===== src/rtl/pma_region_table_if.sv =====
// -----------------------------------------------------------------------------
// pma_region_table_if
// Lookup channel of the physical-memory-attribute table. It carries a
// valid/ready request that holds a physical address, and a valid/ready
// response that returns the hit flag, the index of the winning entry and the
// attribute bits.
//
// Signals
//   req_valid   requester -> table  lookup request valid
//   req_ready   table -> requester  request accepted when valid & ready
//   req_addr    requester -> table  physical address to classify
//   resp_valid  table -> requester  lookup result valid
//   resp_ready  requester -> table  consumer accepts the result
//   resp_hit    table -> requester  address matched an enabled entry
//   resp_idx    table -> requester  matching entry index (0 on miss)
//   resp_attr   table -> requester  {exec, cached, idempotent}
// -----------------------------------------------------------------------------
interface pma_region_table_if #(
  parameter int unsigned AddrWidth = 56,
  parameter int unsigned IdxW      = 3
);
  logic                 req_valid;
  logic                 req_ready;
  logic [AddrWidth-1:0] req_addr;
  logic                 resp_valid;
  logic                 resp_ready;
  logic                 resp_hit;
  logic [IdxW-1:0]      resp_idx;
  logic [2:0]           resp_attr;

  modport master (
    output req_valid, req_addr, resp_ready,
    input  req_ready, resp_valid, resp_hit, resp_idx, resp_attr
  );

  modport slave (
    input  req_valid, req_addr, resp_ready,
    output req_ready, resp_valid, resp_hit, resp_idx, resp_attr
  );
endinterface


===== src/rtl/pma_region_table.sv =====
// -----------------------------------------------------------------------------
// pma_region_table
// Runtime-programmable physical-memory-attribute table. It holds NrRegions
// base/length entries, and each entry has {exec, cached, idempotent} attribute
// bits and a sticky lock. Address lookups pass through a two-stage valid/ready
// pipe. The lowest-indexed enabled entry that contains the address wins. An
// address that matches no entry gets DefaultAttr.
//
// Ports
//   clk_i, rst_ni   clock and asynchronous active-low reset
//   cfg_we_i        write entry cfg_idx_i with base/len/attr, lock |= cfg_lock_i
//   cfg_idx_i       entry index
//   cfg_base_i      region base address
//   cfg_len_i       region length in bytes, 0 disables the entry
//   cfg_attr_i      {exec, cached, idempotent}
//   cfg_lock_i      lock the entry until the next reset
//   cfg_err_o       one-cycle pulse: the previous write was rejected
//   lk              lookup request/response channel (slave side)
//
// IdxW is derived from NrRegions. It is exposed only so that it can size the
// ports, and it must not be overridden.
// -----------------------------------------------------------------------------
module pma_region_table #(
  parameter int unsigned NrRegions   = 8,
  parameter int unsigned AddrWidth   = 56,
  parameter logic [2:0]  DefaultAttr = 3'b000,
  parameter int unsigned IdxW        = (NrRegions > 1) ? $clog2(NrRegions) : 1
) (
  input  logic                 clk_i,
  input  logic                 rst_ni,
  input  logic                 cfg_we_i,
  input  logic [IdxW-1:0]      cfg_idx_i,
  input  logic [AddrWidth-1:0] cfg_base_i,
  input  logic [AddrWidth-1:0] cfg_len_i,
  input  logic [2:0]           cfg_attr_i,
  input  logic                 cfg_lock_i,
  output logic                 cfg_err_o,
  pma_region_table_if.slave    lk
);

  // Table storage
  logic [AddrWidth-1:0]      base_q [NrRegions];
  logic [AddrWidth-1:0]      base_d [NrRegions];
  logic [AddrWidth-1:0]      len_q  [NrRegions];
  logic [AddrWidth-1:0]      len_d  [NrRegions];
  logic [NrRegions-1:0][2:0] attr_q, attr_d;
  logic [NrRegions-1:0]      lock_q, lock_d;
  logic                      cfg_err_q, cfg_err_d;

  // Config decode
  logic                      idx_in_range_s;
  logic                      idx_locked_s;
  logic                      wr_ok_s;
  logic [NrRegions-1:0]      wr_sel_s;

  // Per-entry match
  logic [AddrWidth:0]        end_s [NrRegions];
  logic [NrRegions-1:0]      hit_s;

  // Pipeline
  logic                      s1_ready_s, s2_ready_s;
  logic                      s1_v_q, s1_v_d;
  logic [NrRegions-1:0]      s1_hit_q, s1_hit_d;
  logic [NrRegions-1:0][2:0] s1_attr_q, s1_attr_d;
  logic                      pe_hit_s;
  logic [IdxW-1:0]           pe_idx_s;
  logic [2:0]                pe_attr_s;
  logic                      s2_v_q, s2_v_d;
  logic                      s2_hit_q, s2_hit_d;
  logic [IdxW-1:0]           s2_idx_q, s2_idx_d;
  logic [2:0]                s2_attr_q, s2_attr_d;

  // Config write decode: the index must name a real entry, and that entry must be unlocked.
  always_comb begin
    idx_in_range_s = 1'b0;
    idx_locked_s   = 1'b0;
    for (int i = 0; i < NrRegions; i++) begin
      // Compare against every legal index so that an out-of-range index never reads past the table.
      idx_in_range_s = idx_in_range_s | (cfg_idx_i == IdxW'(i));
      idx_locked_s   = idx_locked_s | ((cfg_idx_i == IdxW'(i)) & lock_q[i]);
    end
    wr_ok_s   = cfg_we_i & idx_in_range_s & ~idx_locked_s;
    cfg_err_d = cfg_we_i & ~wr_ok_s;
    for (int i = 0; i < NrRegions; i++) begin
      wr_sel_s[i] = wr_ok_s & (cfg_idx_i == IdxW'(i));
    end
  end

  // Next table contents. A write that sets lock takes effect together with the data it writes.
  always_comb begin
    attr_d = attr_q;
    lock_d = lock_q;
    for (int i = 0; i < NrRegions; i++) begin
      if (wr_sel_s[i]) begin
        base_d[i] = cfg_base_i;
        len_d[i]  = cfg_len_i;
        attr_d[i] = cfg_attr_i;
        lock_d[i] = lock_q[i] | cfg_lock_i;
      end else begin
        base_d[i] = base_q[i];
        len_d[i]  = len_q[i];
      end
    end
  end

  // Table registers and the write-error pulse.
  always_ff @(posedge clk_i or negedge rst_ni) begin
    if (!rst_ni) begin
      for (int i = 0; i < NrRegions; i++) begin
        base_q[i] <= {AddrWidth{1'b0}};
        len_q[i]  <= {AddrWidth{1'b0}};
      end
      attr_q    <= {(NrRegions*3){1'b0}};
      lock_q    <= {NrRegions{1'b0}};
      cfg_err_q <= 1'b0;
    end else begin
      for (int i = 0; i < NrRegions; i++) begin
        base_q[i] <= base_d[i];
        len_q[i]  <= len_d[i];
      end
      attr_q    <= attr_d;
      lock_q    <= lock_d;
      cfg_err_q <= cfg_err_d;
    end
  end

  // Per-entry match against the current table. The end address is one bit wider, so a region
  // that ends exactly at the top of the address space does not wrap.
  always_comb begin
    for (int i = 0; i < NrRegions; i++) begin
      end_s[i] = {1'b0, base_q[i]} + {1'b0, len_q[i]};
      hit_s[i] = (len_q[i] != {AddrWidth{1'b0}}) &&
                 (lk.req_addr >= base_q[i]) &&
                 ({1'b0, lk.req_addr} < end_s[i]);
    end
  end

  // Priority-encode the S1 snapshot. Scanning downward lets the lowest matching index win.
  always_comb begin
    pe_hit_s  = 1'b0;
    pe_idx_s  = {IdxW{1'b0}};
    pe_attr_s = DefaultAttr;
    for (int i = NrRegions - 1; i >= 0; i--) begin
      pe_hit_s  = pe_hit_s | s1_hit_q[i];
      pe_idx_s  = s1_hit_q[i] ? IdxW'(i) : pe_idx_s;
      pe_attr_s = s1_hit_q[i] ? s1_attr_q[i] : pe_attr_s;
    end
  end

  // Pipe handshake and stage advance. S1 snapshots the attributes together with the hit
  // vector, so a table write after acceptance cannot change a result that is in flight.
  always_comb begin
    s2_ready_s = ~s2_v_q | lk.resp_ready;
    s1_ready_s = ~s1_v_q | s2_ready_s;

    if (s1_ready_s && lk.req_valid) begin
      s1_v_d    = 1'b1;
      s1_hit_d  = hit_s;
      s1_attr_d = attr_q;
    end else if (s1_ready_s) begin
      s1_v_d    = 1'b0;
      s1_hit_d  = s1_hit_q;
      s1_attr_d = s1_attr_q;
    end else begin
      s1_v_d    = s1_v_q;
      s1_hit_d  = s1_hit_q;
      s1_attr_d = s1_attr_q;
    end

    if (s2_ready_s && s1_v_q) begin
      s2_v_d    = 1'b1;
      s2_hit_d  = pe_hit_s;
      s2_idx_d  = pe_idx_s;
      s2_attr_d = pe_attr_s;
    end else if (s2_ready_s) begin
      s2_v_d    = 1'b0;
      s2_hit_d  = s2_hit_q;
      s2_idx_d  = s2_idx_q;
      s2_attr_d = s2_attr_q;
    end else begin
      s2_v_d    = s2_v_q;
      s2_hit_d  = s2_hit_q;
      s2_idx_d  = s2_idx_q;
      s2_attr_d = s2_attr_q;
    end
  end

  // Pipeline registers. Reset drops every lookup that is in flight.
  always_ff @(posedge clk_i or negedge rst_ni) begin
    if (!rst_ni) begin
      s1_v_q    <= 1'b0;
      s1_hit_q  <= {NrRegions{1'b0}};
      s1_attr_q <= {(NrRegions*3){1'b0}};
      s2_v_q    <= 1'b0;
      s2_hit_q  <= 1'b0;
      s2_idx_q  <= {IdxW{1'b0}};
      s2_attr_q <= 3'b000;
    end else begin
      s1_v_q    <= s1_v_d;
      s1_hit_q  <= s1_hit_d;
      s1_attr_q <= s1_attr_d;
      s2_v_q    <= s2_v_d;
      s2_hit_q  <= s2_hit_d;
      s2_idx_q  <= s2_idx_d;
      s2_attr_q <= s2_attr_d;
    end
  end

  assign cfg_err_o     = cfg_err_q;
  assign lk.req_ready  = s1_ready_s;
  assign lk.resp_valid = s2_v_q;
  assign lk.resp_hit   = s2_hit_q;
  assign lk.resp_idx   = s2_idx_q;
  assign lk.resp_attr  = s2_attr_q;

endmodule


===== src/flat_wrapper.sv =====
// flat-port wrapper written by rule: the top's interface ports become plain ports
module pma_region_table_flat 
#(
  parameter int unsigned NrRegions   = 8,
  parameter int unsigned AddrWidth   = 56,
  parameter logic [2:0]  DefaultAttr = 3'b000,
  parameter int unsigned IdxW        = (NrRegions > 1) ? $clog2(NrRegions) : 1
)
  (clk_i, rst_ni, cfg_we_i, cfg_idx_i, cfg_base_i, cfg_len_i, cfg_attr_i, cfg_lock_i, cfg_err_o, lk_req_valid, lk_req_addr, lk_resp_ready, lk_req_ready, lk_resp_valid, lk_resp_hit, lk_resp_idx, lk_resp_attr);
  pma_region_table_if #(.AddrWidth(AddrWidth), .IdxW(IdxW)) lk_i ();
  input  logic clk_i;
  input  logic rst_ni;
  input  logic cfg_we_i;
  input  logic [IdxW-1:0] cfg_idx_i;
  input  logic [AddrWidth-1:0] cfg_base_i;
  input  logic [AddrWidth-1:0] cfg_len_i;
  input  logic [2:0] cfg_attr_i;
  input  logic cfg_lock_i;
  output logic cfg_err_o;
  input wire logic [$bits(lk_i.req_valid)-1:0] lk_req_valid;
  input wire logic [$bits(lk_i.req_addr)-1:0] lk_req_addr;
  input wire logic [$bits(lk_i.resp_ready)-1:0] lk_resp_ready;
  output wire logic [$bits(lk_i.req_ready)-1:0] lk_req_ready;
  output wire logic [$bits(lk_i.resp_valid)-1:0] lk_resp_valid;
  output wire logic [$bits(lk_i.resp_hit)-1:0] lk_resp_hit;
  output wire logic [$bits(lk_i.resp_idx)-1:0] lk_resp_idx;
  output wire logic [$bits(lk_i.resp_attr)-1:0] lk_resp_attr;
  assign lk_i.req_valid = lk_req_valid;
  assign lk_i.req_addr = lk_req_addr;
  assign lk_i.resp_ready = lk_resp_ready;
  assign lk_req_ready = lk_i.req_ready;
  assign lk_resp_valid = lk_i.resp_valid;
  assign lk_resp_hit = lk_i.resp_hit;
  assign lk_resp_idx = lk_i.resp_idx;
  assign lk_resp_attr = lk_i.resp_attr;
  pma_region_table #(.NrRegions(NrRegions), .AddrWidth(AddrWidth), .DefaultAttr(DefaultAttr), .IdxW(IdxW)) u_core (.clk_i(clk_i), .rst_ni(rst_ni), .cfg_we_i(cfg_we_i), .cfg_idx_i(cfg_idx_i), .cfg_base_i(cfg_base_i), .cfg_len_i(cfg_len_i), .cfg_attr_i(cfg_attr_i), .cfg_lock_i(cfg_lock_i), .cfg_err_o(cfg_err_o), .lk(lk_i));
endmodule

===== config.mk =====
export PLATFORM = sky130hd
export DESIGN_NAME = pma_region_table_flat
export DESIGN_NICKNAME = d
export VERILOG_FILES = /design/src/rtl/pma_region_table_if.sv /design/src/rtl/pma_region_table.sv /design/src/flat_wrapper.sv
export SDC_FILE = /design/constraint.sdc
export NUM_CORES = 2
export LEC_CHECK = 0
export ABC_AREA = 1
export CORE_MARGIN = 2
export CORE_UTILIZATION = 55
export DETAILED_ROUTE_END_ITERATION = 8
export GPL_ROUTABILITY_DRIVEN = 1
export PLACE_DENSITY = 0.72
export SLEW_MARGIN = 20
export SYNTH_ARGS = -nofsm -noshare
export SYNTH_HDL_FRONTEND = slang
export SYNTH_SLANG_ARGS = --single-unit

===== constraint.sdc =====
create_clock -name clk_i -period 3.8 [get_ports clk_i]
set_clock_uncertainty 0.1 [all_clocks]
set_input_delay 0.76 -clock clk_i [delete_from_list [all_inputs] [get_ports clk_i]]
set_output_delay 0.76 -clock clk_i [all_outputs]
set_load 0.02 [all_outputs]

; Word level (Yosys, flattened, before mapping)
; Cells that the tools add are included.
[word_totals]
regBits = 970
latchBits = 0
ramBits = 0
rom_bits = 0
inputBits = 180
output_inout_bits = 10
elab_cells = 181
memories = 0
[classes]
n_addsub = 8
n_mul = 0
div_mod_pow = 0
order_cmp = 16
eq_ne = 7
shift = 0
n_mux = 20
n_bitwise = 54
n_reduce_logical = 29
[op_table]
columns = op, count
row1 = adder 56 x 56 -> 57 bit, 8
row2 = < comparator 56 x 57 -> 1 bit, 8
row3 = >= comparator 56 bit, 8
row4 = nonzero test 56 bit, 8
row5 = two-way mux 3 bit, 16
row6 = OR 1 bit, 31
row7 = bitwise AND 1 bit, 19
row8 = logical AND 1 bit, 18
row9 = == test 3 bit (second input constant), 4
row10 = == test 3 x 2 -> 1 bit (second input constant), 2
row11 = two-way mux 1 bit, 4
row12 = NOT 1 bit, 4
row13 = nonzero test 2 bit, 2
row14 = == test 3 x 1 -> 1 bit (second input constant), 1
row15 = logical NOT 3 bit, 1

; Longest topological paths before layout
[logic_depth]
ltp_word = 13
mapped_depth = 27
mapped_depth_nobuf = 27

; Least setup slack after synthesis
; No wires, ideal clock.
[synth_timing]
path_type = register -> register
startpoint = reg u_core.len_q[392] (netlist name)
endpoint = reg u_core.s1_hit_q[0]
setup_ps = 117
arrival_time_ps = 3292
t_required_ps = 3583
path_slack_ps = 291
path_stages_with_launch = 19
path_buffers = 0
period_less_slack_ps = 3509
path_cell_list = dfrtp_1 > ha_1 > fa_1 > nand2_1 > nand3_1 > and2_1 > a21oi_1 > o21ai_0 > nand2_1 > nand2_1 > a31oi_1 > xor2_1 > ha_1 > nand2_1 > or3b_2 > nor4b_1 > nand3_1 > nand3_1 > nand2_1
[synth_between]
elab_chain_cells = 3
elab_cells_between_ends = 5
cone_classes = add/sub: 1 / order compare: 1 / reduce/logical: 3
[synth_rtl]
columns = item, line
row1 = start: declaration, pma_region_table.sv:44  ; logic [AddrWidth-1:0] len_q [NrRegions];
row2 = start signal: indexed assignment, pma_region_table.sv:111  ; len_q[i] <= {AddrWidth{1'b0}};
row3 = start signal: indexed assignment, pma_region_table.sv:119  ; len_q[i] <= len_d[i];
row4 = adder 56 x 56 -> 57 bit or nonzero test 56 bit (tied branches), "pma_region_table.sv:131, pma_region_table.sv:132"
row5 = < comparator 56 x 57 -> 1 bit or logical AND 1 bit (tied branches), "pma_region_table.sv:134, pma_region_table.sv:132"
row6 = logical AND 1 bit (*), pma_region_table.sv:133  ; (lk.req_addr >= base_q[i]) &&
row7 = end signal: assignment, pma_region_table.sv:192  ; s1_hit_q <= {NrRegions{1'b0}};
row8 = end signal: assignment, pma_region_table.sv:200  ; s1_hit_q <= s1_hit_d;
row9 = end: declaration, pma_region_table.sv:63  ; logic [NrRegions-1:0] s1_hit_q, s1_hit_d;
; Mark *: on every way between the ends. The rest lies on a longest branch, timed or not.
; A chain may end at the register's enable or synchronous reset.

; Worst setup path in the final report
[layout_timing]
startpoint = reg u_core.len_q[119] (netlist name)
endpoint = reg u_core.s1_hit_q[5]
; The elaborated chain is that of the path after synthesis.

==> flow_summary.yaml <==
outcome:
  run_status: "finished with violations"
  failed_checks: "DRC, setup timing"
setup_path:
  cp.arrival_ns: 4.66
  crit_chain: "ha_1 -> nand2_1 -> inv_1 -> a21oi_1 -> o21ai_0 -> a21oi_1 -> nand2_1 -> buf_12 -> nand2_1 -> nand2_1 -> buf_4 -> nand2_1 -> nand2_1 -> nand2_1 -> nand2_1 -> ha_1 -> nand2_1 -> nor2_2 -> nand4_1 -> nor2_2 -> o21ai_1 -> nand3_2 -> nand2_1"
  cp-startpoint: "u_core.len_q[119]"
  r2r_start: "u_core.len_q[119]"
  crit_top_cell: "nand2_1"
  ff2ff_setup_slack_ns: -0.24
  crit_path_end_kind: "register"
  crit_path_max_incr_delay_ns: 0.63
  crit_type: "reg -> reg"
  reg2regPathDepth: 23
  reg2reg_to: "u_core.s1_hit_q[5]"
  cp_max_fo: 4
  path_buf_inv: 3
  start_kind: "register"
  critical_path.top_delay_family: "simple AND/OR/NAND/NOR gates"
  crit_required_ns: 4.41
  cp_slowest_cell: "a21oi_1"
floorplanning:
  die_y_um: 408
  initial_core_util: 0.552
  rows: 148
  chipWidth_um: 408
  io_pins: 190
  core_area_mm2: 0.162
  die_area_mm2: 0.166
route:
  drt-pass1-iter-count: 9
  route.detailed.drc: 3
  final_antenna_net_count: 0
  vias_per_cell: 6.20
  wl_per_cell_um: 26.6
  routed_wl_mm: 439
  drt_iter0_drc: 11740
  num_vias: 102368
sta:
  worstMarginPinSlew_ns: 1.29
  tns_ns: -0.484
  final_hold_viol_count: 0
  timing.fmax_mhz: 247
  relSlewSlack: 0.137
  period_minus_slack_ns: 4.04
  setup_viol: 3
  maxSlewViolCount: 0
  setup_slack_ns: -0.241
  rsz0062_at_grt: "yes"
  period_share: 1.06
min_path:
  holdPathStages: 2
  hold_class: "reg -> reg"
  holdPathEnd: "u_core.lock_q[5]"
  min_from: "u_core.lock_q[5]"
power_and_ir_drop:
  ir_drop_mv: 0.470
  power.leakage_nw: 56.1
  pwr_density_cell_mw_per_mm2: 791
placed_design:
  pre_cts_slack_ns: -0.281
  port-buffer-count: 189
  dp_hpwl_mm: 343
  gp_congestion: 1.21
final_layout:
  syn_to_final_growth_pct: 22.2
  fill_cells: 13947
  drive_gt1_frac: 0.133
  ff_latch_area_mm2: 0.0243
  multi_input_area_mm2: 0.0603
  final_nets: 15737
clocking:
  clockBufferDepth: 3
  clock_sinks: 970
  cts_buffers: 114
  path_clk_slew_ns: 0.07
  clk-insertion-delay-late_ns: 0.83
  cts_root_buffer: "clkbuf_16"
  cts_tree: "done"
  htreeDepth: 3
yosys:
  post_synth_instance_area_mm2: 0.0897
  synth_top_cell_by_area: "dfrtp_1"
  yosys.area.top_type_share: 0.271
  syn_nets: 14577
  yosys_warnings: 0
  yosysMostFrequentCell: "nand2_1"
  async_reset_ff_frac: 1.00
  syn_area_per_cell_um2: 6.87
  synth_edf_count: 0
  ys_ff_latch: 970
  synth_cells: 13053
  synthTopCellsByCount: "nand2_1, inv_1, nor2_1, ha_1, a21oi_1"
  synth.area.top_cells: "dfrtp_1, ha_1, nand2_1"
  synth_seq_area_share: 0.271
  yosys.cell_types.count: 49
  ys.flop_type: "dfrtp_1"
grt:
  track_usage: 0.510
  grt_pass1_vias: 101521
  antenna_found_initial: 33
  grt_pass1_wl_mm: 628
  grt_max_degree: 115
  overflow: 0
run:
  drv_cap: 0
## tightest hold or removal path, cell delays in order, from the launching register on
cell and delay (ns):
dfrtp_1 0.33, inv_1 0.05, nand2_1 0.06
## report_power, final
group | internal [W] | total [W] | switching, W
Sequential | 0.0129 | 0.0156 | 0.00268
Clock | 0.00662 | 0.0119 | 0.00524
Combinational | 0.0233 | 0.0593 | 0.0360
## state kept, by name (all words and copies together) (netlist names)
| register | count |
|---|---|
| u_core.lk.resp_idx | 3 |
| u_core.s1_hit_q | 8 |
| u_core.lock_q | 8 |
| u_core.s1_v_q | 1 |
| u_core.lk.resp_attr | 3 |
| u_core.len_q | 448 |
| u_core.cfg_err_o | 1 |
| u_core.lk.resp_valid | 1 |
| u_core.s1_attr_q | 24 |
| u_core.base_q | 448 |
| u_core.attr_q | 24 |
| u_core.lk.resp_hit | 1 |
## logic make-up (layout without fill, tap and decap cells)
logic type / count (synthesis) / in the layout / synth area share
AO/OA/AOI/OAI: 2483 / 2483 / 0.149
XOR/XNOR: 359 / 359 / 0.0351
adder cells (fa/ha/maj): 1344 / 1344 / 0.188
buffers and inverters: 1958 / 3216 / 0.0859
flip-flops: 970 / 970 / 0.271
multiplexers: 3 / 3 / 0.000335
other: 0 / 31 / 0
AND/OR/NAND/NOR: 5936 / 5936 / 0.270
## stage by stage
step,total power [W],instance area (µm²),std cells,util,hold WS (ns)
after floorplan,0.0462,89700,13053,-,0.321
after global placement,0.0678,103000,16228,0.632,0.342
after detailed placement,0.0693,103000,16228,0.632,0.350
after CTS,0.0817,107000,16445,0.660,0.365
after global routing,0.0919,110000,16496,0.675,0.377
final,0.0867,110000,16517,0.675,0.366
## layout by cell type, fill, tap and decap left out, types with 89 or more instances in the layout
| cell | instances |
|---|---|
| o21ai_0 | 736 |
| a21oi_1 | 1172 |
| clkdlybuf4s50_1 | 185 |
| buf_12 | 95 |
| dfrtp_1 | 969 |
| nand2_1 | 3325 |
| xnor2_1 | 193 |
| xor2_1 | 164 |
| ha_1 | 1265 |
| nor3_1 | 89 |
| buf_4 | 1102 |
| nor4_1 | 101 |
| nand3_1 | 606 |
| a21oi_2 | 96 |
| nand4_1 | 114 |
| nor2_1 | 1376 |
| inv_1 | 1586 |
| clkbuf_16 | 114 |
## area by class of cell
cell class / count / area share
clock buffers: 141 / 0.0282
multi-input cells: 10125 / 0.550
flip-flops and latches: 970 / 0.221
well taps: 2175 / 0.0248
inverters: 1597 / 0.0548
repair buffers: 1405 / 0.112
clock inverters: 73 / 0.00803
diodes: 31 / 0.000708
## routing by layer
| layer | up-vias | track usage | share of wire |
|---|---|---|---|
| met4 | 8 | 0.542 | 0.13 |
| met2 | 6636 | 0.804 | 0.43 |
| li1 | 45452 | - | - |
| met1 | 47704 | 0.526 | 0.32 |
| met3 | 2568 | 0.148 | 0.12 |
| met5 | - | 0 | 0.00014 |
## worst max-delay path by stage
| stage | cells after the start | slack, ns | to |
|---|---|---|---|
| 3_3_place_gp | 17 | -0.25 | u_core.s1_hit_q[4] |
| 4_1_cts | 26 | 0.0000004 | u_core.s1_hit_q[2] |
| 2_1_floorplan | 18 | 0.29 | u_core.s1_hit_q[0] |
| 5_1_grt | 20 | -0.40 | u_core.s1_hit_q[5] |
| 3_5_place_dp | 24 | -0.28 | u_core.s1_hit_q[3] |
| 6_report | 23 | -0.24 | u_core.s1_hit_q[5] |
## what timing repair did
item	CTS	global route
pin swaps	11	107
gates resized for setup	123	488
setup endpoints to repair	8	8
buffers inserted	2	41
hold endpoints to repair	5	0
hold buffers	1	0
Power figures use the tool's default switching activity.
